**src/rtl/forthsuper_pkg.sv**
```systemverilog
// Shared Forth-core types: memory-stack bus ops, data-stack commands and
// the data-stack controller state encoding.
package forthsuper_pkg;

  typedef enum logic [1:0] {
    SS_NOP  = 2'd0,
    SS_PUSH = 2'd1,
    SS_POP  = 2'd2,
    SS_PICK = 2'd3
  } stack_ops;

  typedef enum logic [2:0] {
    DS_NOP  = 3'd0,
    DS_LIT  = 3'd1,
    DS_DUP  = 3'd2,
    DS_DROP = 3'd3,
    DS_SWAP = 3'd4,
    DS_OVER = 3'd5,
    DS_ROT  = 3'd6,
    DS_NIP  = 3'd7
  } ds_op_t;

  typedef enum logic {
    ST_IDLE = 1'b0,
    ST_ROT2 = 1'b1
  } ds_state_t;

  // Commands that grow the stack by one entry.
  function automatic logic is_push(input ds_op_t op);
    return (op == DS_LIT) || (op == DS_DUP) || (op == DS_OVER);
  endfunction

endpackage

```
**src/rtl/ds_ctrl.sv**
```systemverilog
// Data-stack controller: caches TOS/NOS in flops and spills/fills the rest
// through the memory-stack bus. Optional macro DS_CTRL_HWM_EN adds output hwm.
module ds_ctrl
  import forthsuper_pkg::*;
#(
  parameter int DEPTH = 64,
  parameter int DSZ   = 32,
  parameter int CAP   = DEPTH + 1,
  parameter int DPW   = $clog2(CAP + 1)
) (
  input  logic           clk,
  input  logic           rst,
  input  logic           cmd_valid,
  output logic           cmd_ready,
  input  ds_op_t         cmd_op,
  input  logic [DSZ-1:0] cmd_vi,
  output logic [DSZ-1:0] tos,
  output logic [DSZ-1:0] nos,
  output logic [DPW-1:0] depth,
  output logic           err_ovf,
  output logic           err_udf,
  output stack_ops       ss_op,
  output logic [DSZ-1:0] ss_vi,
  input  logic [DSZ-1:0] ss_s
`ifdef DS_CTRL_HWM_EN
  ,
  output logic [DPW-1:0] hwm
`endif
);

  localparam logic [DPW-1:0] CAP_D = DPW'(CAP);

  ds_state_t      state, state_d;
  logic [DSZ-1:0] t, t_d, n, n_d, tmp, tmp_d;
  logic [DPW-1:0] depth_d;
  logic           udf_d, ovf_d, accept, spill, fill;

  function automatic logic [DPW-1:0] min_depth(input ds_op_t op);
    case (op)
      DS_DUP, DS_DROP:           return DPW'(1);
      DS_OVER, DS_NIP, DS_SWAP:  return DPW'(2);
      DS_ROT:                    return DPW'(3);
      default:                   return '0;
    endcase
  endfunction

  // Ready is held low while reset is asserted so no bus op leaks out.
  assign cmd_ready = (state == ST_IDLE) && rst;
  assign accept    = cmd_valid && cmd_ready;
  assign tos       = t;
  assign nos       = n;

  always_comb begin
    state_d = state;
    t_d     = t;
    n_d     = n;
    tmp_d   = tmp;
    depth_d = depth;
    udf_d   = 1'b0;
    ovf_d   = 1'b0;
    spill   = 1'b0;
    fill    = 1'b0;
    ss_op   = SS_NOP;
    ss_vi   = '0;
    if (state == ST_ROT2) begin
      ss_op   = SS_PUSH;
      ss_vi   = tmp;
      state_d = ST_IDLE;
    end else if (accept) begin
      if (depth < min_depth(cmd_op)) begin
        udf_d = 1'b1;
      end else if (is_push(cmd_op) && depth == CAP_D) begin
        ovf_d = 1'b1;
      end else begin
        case (cmd_op)
          DS_LIT:  begin spill = 1'b1; n_d = t; t_d = cmd_vi; depth_d = depth + DPW'(1); end
          DS_DUP:  begin spill = 1'b1; n_d = t; depth_d = depth + DPW'(1); end
          DS_OVER: begin spill = 1'b1; n_d = t; t_d = n; depth_d = depth + DPW'(1); end
          DS_DROP: begin fill = 1'b1; t_d = n; depth_d = depth - DPW'(1); end
          DS_NIP:  begin fill = 1'b1; depth_d = depth - DPW'(1); end
          DS_SWAP: begin t_d = n; n_d = t; end
          DS_ROT: begin
            // a b c -> b c a: pop a into t now, push b back next cycle.
            ss_op   = SS_POP;
            tmp_d   = n;
            n_d     = t;
            t_d     = ss_s;
            state_d = ST_ROT2;
          end
          default: ;
        endcase
      end
      if (spill && depth >= DPW'(2)) begin
        ss_op = SS_PUSH;
        ss_vi = n;
      end
      if (fill) begin
        if (depth >= DPW'(3)) begin
          ss_op = SS_POP;
          n_d   = ss_s;
        end else begin
          n_d = '0;
        end
      end
    end
  end

  always_ff @(posedge clk or negedge rst) begin
    if (!rst) begin
      state   <= ST_IDLE;
      t       <= '0;
      n       <= '0;
      depth   <= '0;
      err_udf <= 1'b0;
      err_ovf <= 1'b0;
    end else begin
      state   <= state_d;
      t       <= t_d;
      n       <= n_d;
      depth   <= depth_d;
      err_udf <= udf_d;
      err_ovf <= ovf_d;
    end
  end

  always_ff @(posedge clk) begin
    tmp <= tmp_d;
  end

`ifdef DS_CTRL_HWM_EN
  always_ff @(posedge clk or negedge rst) begin
    if (!rst) begin
      hwm <= '0;
    end else if (depth > hwm) begin
      hwm <= depth;
    end
  end
`endif

endmodule

```
**config.mk**
```make
export PLATFORM = sky130hd
export DESIGN_NAME = ds_ctrl
export DESIGN_NICKNAME = d
export VERILOG_FILES = /design/src/rtl/forthsuper_pkg.sv /design/src/rtl/ds_ctrl.sv
export SDC_FILE = /design/constraint.sdc
export NUM_CORES = 1
export LEC_CHECK = 0
export ABC_AREA = 1
export CORE_MARGIN = 8
export CORE_UTILIZATION = 30
export CTS_BUF_LIST = sky130_fd_sc_hd__clkbuf_16
export CTS_CLUSTER_DIAMETER = 100
export DETAILED_ROUTE_END_ITERATION = 10
export DONT_BUFFER_PORTS = 1
export PLACE_DENSITY = 0.52
export REMOVE_ABC_BUFFERS = 1
export SLEW_MARGIN = 20
export SYNTH_ARGS = -nofsm -noshare
export SYNTH_HDL_FRONTEND = slang
export SYNTH_SLANG_ARGS = --single-unit
```
**constraint.sdc**
```tcl
create_clock -name clk -period 2.5 [get_ports clk]
set_input_delay 0 -clock clk [delete_from_list [all_inputs] [get_ports clk]]
set_output_delay 0 -clock clk [all_outputs]
set_load 0.1 [all_outputs]
```
Word level (Yosys, flattened, before mapping)
Cells that the tools add are included. Widths: inputs -> output; s select.

Order comparisons: 3. Muxes and demuxes: 43. Eq/ne operators: 10. Add/sub/neg operators: 2. Bitwise gates (word level): 3. Reductions and logical operators: 19.

Operators with widths (count): $mux 32 (8); $pmux 32 s3 (1); $mux 1 (22); $reduce_and 5->1 (4); $mux 2 (8); $ge 7x2->1 const B (2); $mux 7 (2); $pmux 7 s2 (1); $eq 3x3->1 const B (4); $reduce_or 3->1 (3); $add 7x1->7 const B (1); $eq 7x7->1 const B (1); $lt 7x7->1 (1); $sub 7x1->7 const B (1); $eq 3x2->1 const B (2); $pmux 2 s3 (1); $reduce_or 5->1 (1); $logic_and 1x1->1 (4); $ne 2x1->1 const B (2); $reduce_bool 2->1 (2); $reduce_or 2->1 (2); $eq 3x1->1 const B (1); $not 1->1 (3); $reduce_bool 3->1 (1); $logic_or 1x1->1 (2).

Bits of input ports: 70. Word-level logic and storage cells: 87. Register bits after elaboration: 106. Output and inout port bits: 108.

Longest topological paths before layout
Gate-level depths: netlist (run 1).

Word-level depth: 15. Gate-level depth with buffers: 12. Depth with buffers taken out: 11.

Worst setup path before layout (run 1)
OpenSTA, ideal clock, no wires.

Path kind: register to output. From: reg state. To: out ss_op[0]. Slack: -2.213 ns. Required time: 2.500 ns. Arrival time: 4.713 ns. Path buffers: 2. Cell stages (with the launch flop): 8. Cell sequence: dfrtp_1 > clkbuf_1 > nor2_1 > nand2_1 > inv_1 > nand2_2 > clkbuf_1 > o21ai_0.

Longest elaborated chain between the ends: 5.

Ends and longest elaborated chain: from (decl) (line ds_ctrl.sv:33) `ds_state_t state, state_d;`; from (signal assigned) (line ds_ctrl.sv:117) `state <= state_d;`; $not 1->1 (no source line); $logic_and 1x1->1 (line ds_ctrl.sv:48) `assign cmd_ready = (state == ST_IDLE) && rst;`; via cmd_ready (line ds_ctrl.sv:14) `output logic cmd_ready,`; $logic_and 1x1->1 (line ds_ctrl.sv:49) `assign accept = cmd_valid && cmd_ready;`; $mux 2 (line ds_ctrl.sv:69) `end else if (accept) begin`; $mux 2 (line ds_ctrl.sv:65) `if (state == ST_ROT2) begin`; to (decl) (line ds_ctrl.sv:22) `output stack_ops ss_op,`.

The timed path passes the listed nets, and every way through them passes these cells.

Worst setup path in the final report (run 1)
From: reg depth[1]. To: out ss_op[1].

Longest elaborated chain between the ends: 12. Elaborated cells on any way between the ends: 21. Classes of those cells: 3 x order compare; 1 x eq/ne; 15 x mux; 2 x reduce/logical.

Ends and longest elaborated chain: from (decl) (line ds_ctrl.sv:19) `output logic [DPW-1:0] depth,`; from (signal assigned) (line ds_ctrl.sv:120) `depth <= depth_d;`; branches (longest 9 deep; another with $lt 7x7->1); $mux 2 * (line ds_ctrl.sv:97) `if (fill) begin`; $mux 2 * (line ds_ctrl.sv:69); $mux 2 * (line ds_ctrl.sv:65).

Mark *: on every way between the ends. The select of a mux whose other input is x is not followed.

==> key figures, run 1 <==
Setup path
  – CP endpoint kind: primary output
  – Crit-path cells: ha_1, inv_1, nor2_1, nand2_1, nand3_2, buf_4, nand3_1, o21ai_2, buf_12
  – Slowest CP cell: dfrtp_1
  – CP max stage delay: 400 ps
  – Critical path data required time: 2500 ps
  – CP Launch Type: flip-flop
  – Worst endpoint data arrival time: 2280 ps
  – Worst setup path class: flip-flop to primary output
  – Cell family with most CP delay: buffers and inverters
  – Worst path buffer plus inverter count: 3
  – Crit Path Max Fanout: 29

Cells and area
  – Final-stage net count: 1082
  – Area growth syn-to-layout: 48.14%
  – Sequential cell area: 0.002813 mm2
  – Layout cell share with drive strength beyond 1: 15.94%
  – Filler cells: 1947
  – Most common cell after layout, fill and taps aside: nand2_1
  – Antenna cell count: 0
  – Multi-input gate area: 0.002755 mm2
  – Most frequent cells in the layout: 351 x nand2_1, 99 x dlygate4sd3_1, 94 x buf_4, 74 x nand3_1, 74 x dfrtp_1

Global route
  – Initial antenna violation count: 0
  – Remaining Overflow, GRT: 0
  – Global-route wire length before repair: 35230 um
  – GRT Total Usage: 18.61%
  – Met3 Usage GRT: 4.385%
  – Global routing's busiest layer: met2
  – Grt met1 use: 23.52%
  – Met2 usage: 30.92%
  – Largest net degree at the start of global routing: 75
  – Vias in the first global route: 6145

STA
  – Worst slew margin: 39.88%
  – Fin crit period: 2278 ps
  – Setup_tns: 0 ps
  – Final worst path period share: 91.12%
  – Clk_skew: 4.854 ps
  – RSZ-0062 raised after global routing: false
  – Final Hold Viols: 0
  – FMAX: 0.4390 GHz
  – Fin. max-slew vios: 0
  – Worst Tran Pin Value: 899.6 ps
  – Hold slack: 83.68 ps
  – # setup viols final: 0

Floorplanning
  – Initial core utilization: 30.56%
  – Num rows: 51
  – Die X: 156.6 um
  – Area of the core: 0.01940 mm2
  – Top Ports: 178
  – Die Span Y: 156.6 um
  – Die area: 0.02451 mm2

Yosys
  – Asr flop ratio synth: 69.81%
  – Number of synthesized flops with an enable pin: 32
  – Seq/Total Area, Yosys: 47.45%
  – Ys Warns: 0
  – Ranking of synthesized cells by area: dfrtp_1 31%, nand2_1 22%, edfxtp_1 16%
  – Yosys cell types: 26
  – Top-area cell type share of the netlist area: 31.24%
  – Top FF cell, synth: dfrtp_1
  – Synthesized cell area: 0.005928 mm2
  – Post-Synthesis Cells: 815
  – Synthesized flop and latch total: 106
  – Synth area leader: dfrtp_1
  – Mean Syn Cell Area: 7.274 um2

Power
  – Leakage: 4.322 nW
  – Power density cells: 1295 mW/mm2
  – Peak VDD IR: 0.6548 mV

Drt
  – Wire length per cell: 17.76 um
  – Final wirelength: 22650 um
  – Vias: 6147
  – Antenna violation net count after detailed routing: 0
  – Remaining DRCs: 0
  – DRT Pass-1 Iters: 5
  – Initial drt markers: 435
  – Average vias per placed instance: 4.821

Place
  – Port Buffers: 0
  – Placer congestion estimate: 0.8014
  – Post-DP HPWL: 14490 um

Clock tree
  – Post-cts resize count: 0
  – Clk Latency, worst-skew pair: 350 ps
  – Root buf cell: clkbuf_16
  – CTS clk-pin slew, worst paths: 70 ps
  – CTS tree: done
  – CTS Buf Count: 9
  – Clk sinks: 106
  – Max clock buf depth: 2
  – H-tree depth: 3

Job
  – Max-cap violations: 0

Outcome
  – Status: finished, final reports clean

Worst hold path
  – Hold Crit Class: input pin to flip-flop
-- power by group --
group          switching [mW]  internal [mW]  total, mW
Clock                   0.637          0.656       1.29
Combinational            5.78           1.67       7.45
Sequential              0.305           2.33       2.63
-- per-layer routing --
| metal | wire (um) | up-vias |
|---|---|---|
| li1 | - | 3022 |
| met1 | 9699 | 2860 |
| met2 | 10760 | 239 |
| met3 | 1805 | 26 |
| met4 | 384 | 0 |
| met5 | 0 | - |
-- state kept, by name, indices dropped and copies added (netlist names) --
signal   count
nos         32
depth        7
state        1
err_udf      1
tos         32
err_ovf      1
tmp         32
-- worst min-delay path: cells and delay by family --
kind             cells  cell delay (ps)
XOR/XNOR             1              100
AND/OR/NAND/NOR      5              290
-- synth_stat cells, types with 3 or more instances --
master	count
nor2_1	12
nor2_2	3
buf_2	18
nand3_1	74
nand2_2	5
buf_4	3
a21oi_1	69
ha_1	6
o21ai_1	34
o21ai_0	37
buf_1	5
dfrtp_1	74
nand2_1	353
edfxtp_1	32
inv_1	48
xor2_1	4
clkbuf_1	25
nand4_1	3
-- kinds of logic (layout without fill, tap and decap cells) --
| kind of cell | after synthesis | in the layout | synth area share, % |
|---|---|---|---|
| fa+ha+maj | 7 | 7 | 1.604 |
| flops | 106 | 106 | 47.45 |
| xor+xnor | 4 | 4 | 0.5909 |
| buf+inv | 100 | 295 | 6.902 |
| simple gates | 457 | 457 | 31.49 |
| compound gates | 141 | 141 | 11.97 |
-- stage by stage --
stage | power, mW | cell area [um2] | setup slack, ps | util, % | instances
floorplan | 7.977 | 5703 | -2487 | - | 764
global placement | 9.813 | 7502 | 504.2 | 38.67 | 1158
detailed placement | 9.854 | 7502 | 453.0 | 38.67 | 1158
CTS | 11.46 | 8775 | 120.5 | 45.23 | 1274
global route | 11.94 | 8782 | 101.2 | 45.27 | 1275
finish | 11.38 | 8782 | 221.9 | 45.27 | 1275
-- final cells by class --
class                      count  area share (%)
sequential                   106           32.03
multi-input combinational    609           31.37
timing repair buffer         230           27.84
tap                          265           3.775
clock buffer                   9           2.564
inverter                      49           2.094
clock inverter                 7          0.3277
-- what timing repair did --
item                                   in CTS  in global routing
buffers inserted                            0                  1
endpoints found under the hold margin     140                  0
setup endpoints to repair                   0                  2
hold buffers                              100                  0
-- worst paths after layout --
check | endpoint | depth (start not counted) | slack [ps] | from
worst max-delay path | ss_op[1] | 9 | 220 | depth[1]
max in group asynchronous | nos[12] | 2 | 1770 | rst
worst min-delay path | depth[6] | 6 | 80 | cmd_op[1]
min in group asynchronous | nos[13] | 2 | 320 | rst
worst max register to register | tos[2] | 10 | 420 | depth[1]
worst min register to register | tmp[3] | 0 | 480 | nos[3]
Note: power is estimated with default switching activity, not from simulation.
==> run 2, diff against run 1 <==
- PLACE_DENSITY: 0.52 -> 0.51
- clock period: 2.5 -> 2.4 ns (I/O delays scaled with it)
==> run 2 against run 1 <==
  * Clock skew up 7.3 ps
  * Design area rose by 3.9%
  * Sequential share of layout area is 1.2 points lower
  * Clock power rose by 5%
  * Cell count is 0.55% higher
  * Critical endpoint is now ss_vi[17]
  * Worst setup slack worse by 150 ps
  * Register-to-register slack worse by 170 ps
  * Clock-buffer cell count did not move
  * Sequential power increased by 5%
==> key figures, run 2 (synthesis gave the netlist of run 1 again) <==
Setup path
  – CP Launch Type: flip-flop
  – Worst endpoint data arrival time: 2330 ps
  – Worst setup path class: flip-flop to primary output
  – CP endpoint kind: primary output
  – Reg2reg end: tmp[6]
  – R2R setup slack: 250 ps
  – Critical path data required time: 2400 ps
  – Worst r2r src: depth[1]
  – Path depth of the worst reg2reg path: 9
  – Crit Path Max Fanout: 7

Cells and area
  – Filler cells: 1911
  – Fin cells: 1282
  – Most common cell after layout, fill and taps aside: nand2_1
  – Layout cell share with drive strength beyond 1: 20.57%
  – Most frequent cells in the layout: 312 x nand2_1, 98 x dlygate4sd3_1, 91 x buf_4, 74 x nand3_1, 73 x dfrtp_1
  – Area growth syn-to-layout: 53.93%
  – Final-stage net count: 1089

Global route
  – Initial antenna violation count: 1
  – Remaining Overflow, GRT: 0
  – GRT Total Usage: 18.59%
  – Vias in the first global route: 6168
  – Largest net degree at the start of global routing: 75
  – Global-route wire length before repair: 35450 um

STA
  – Fin. max-slew vios: 0
  – RSZ-0062 raised after global routing: true
  – Final Hold Viols: 0
  – Clk_skew: 12.10 ps
  – Final worst path period share: 97.05%
  – Worst slew margin: 39.79%
  – Fin crit period: 2329 ps
  – FMAX: 0.4293 GHz
  – Worst Tran Pin Value: 903.8 ps
  – # setup viols final: 0

Drt
  – Initial drt markers: 342
  – Vias: 6161
  – Remaining DRCs: 0
  – DRT Pass-1 Iters: 5
  – Antenna violation net count after detailed routing: 0
  – Average vias per placed instance: 4.806
  – Wire length per cell: 18.20 um
  – Final wirelength: 23340 um

Clock tree
  – CTS tree: done
  – CTS Buf Count: 9
  – Clk sinks: 106
  – Root buf cell: clkbuf_16
  – Max clock buf depth: 2
  – H-tree depth: 3
  – Clk Latency, worst-skew pair: 360 ps
  – CTS clk-pin slew, worst paths: 70 ps

Floorplanning
  – Top Ports: 178
  – Area of the core: 0.01940 mm2
  – Die Span Y: 156.6 um
  – Num rows: 51
  – Die area: 0.02451 mm2
  – Die X: 156.6 um
  – Initial core utilization: 30.56%

Power
  – Internal power consumption: 4.950 mW
  – Comb pwr share: 65.8%
  – Leakage: 4.458 nW
  – Peak VDD IR: 0.6367 mV
  – Total power: 12.07 mW
  – Switching share of power: 58.99%
  – Clk pwr share: 11.3%
  – Power density cells: 1323 mW/mm2
  – Reported net switching power: 7.120 mW
  – Sequential share of power: 23.0%

Worst hold path
  – Hold Startpoint: rst
  – Hold Crit Class: input pin to flip-flop
  – WHS Endpoint: err_udf
  – Hold path cells: 4

Place
  – Cells after DPL: 1159
  – Port Buffers: 0
  – Placer congestion estimate: 0.7796
  – Post-DP HPWL: 14400 um

Job
  – Max-cap violations: 0

Outcome
  – Status: finished, final reports clean
## run 2: worst max-delay path by stage
stage | startpoint | end | slack [ps] | depth (start not counted)
3_5_place_dp | depth[1] | tmp[3] | 330 | 9
3_3_place_gp | depth[1] | tmp[16] | 350 | 9
4_1_cts | depth[1] | ss_vi[22] | 10 | 12
2_1_floorplan | state | ss_op[0] | -2590 | 5
5_1_grt | depth[1] | ss_vi[17] | -40 | 13
6_report | depth[1] | ss_vi[17] | 70 | 13
## run 2: layout make-up
type	count	area (um2)	area share, %
inverters	49	183.9	2.016
clock inverters	6	27.53	0.3017
flip-flops and latches	106	2814	30.84
diodes	1	2.502	0.02742
repair buffers	237	2643	28.96
clock buffers	9	225.2	2.468
well taps	265	331.6	3.634
multi-input cells	609	2898	31.76
## run 2: layer usage
layer  wire length, um  track usage, %  up-vias  share of wire (%)
met1             10000           23.23     2922                 43
met5                 0               0        -                  0
met4               323           4.760        0                1.4
li1                  -               -     3035                  -
met3              1658           4.385       20                7.1
met2             11350           31.58      184                 49
## run 2: power by group through the flow
stage | sequential [mW] | combinational, mW | clock (mW)
2_1_floorplan | 6.51 | 1.80 | 0
3_3_place_gp | 2.79 | 7.45 | 0
3_5_place_dp | 2.79 | 7.49 | 0
4_1_cts | 2.76 | 7.80 | 1.40
5_1_grt | 2.85 | 8.36 | 1.47
6_report | 2.77 | 7.94 | 1.36
## run 2: what timing repair did
item                       4_1_cts  5_1_grt
hold endpoints to repair       139        0
hold buffers                    99        0
buffers inserted                 0        4
gates resized for setup          2       57
setup endpoints to repair        1       32
pin swaps                        0       13
gates cloned                     0        4
## run 2: worst max-delay path: stages, from the launching register on
cell and delay [ps]:
dfrtp_1 410, ha_1 290, inv_1 30, nor2_1 70, nand2_1 90, nand3_4 100, nand2_4 60, buf_12 130
nor2_4 140, buf_12 160, clkbuf_16 160, nand2_1 60, nand2_2 90, buf_12 170
## run 2: metrics by stage
step | hold WS, ps | setup TNS, ps | instance area [um2] | setup WS, ps | utilization (%)
after global placement | -292.9 | 0 | 7543 | 347.8 | 38.89
after detailed placement | -293.2 | 0 | 7543 | 330.2 | 38.89
after global routing | 38.60 | -380.4 | 9125 | -42.71 | 47.04
final | 21.95 | 0 | 9125 | 70.68 | 47.04
after floorplan | -295.6 | -188650 | 5703 | -2587 | -
after CTS | 6.099 | 0 | 8812 | 12.41 | 45.43
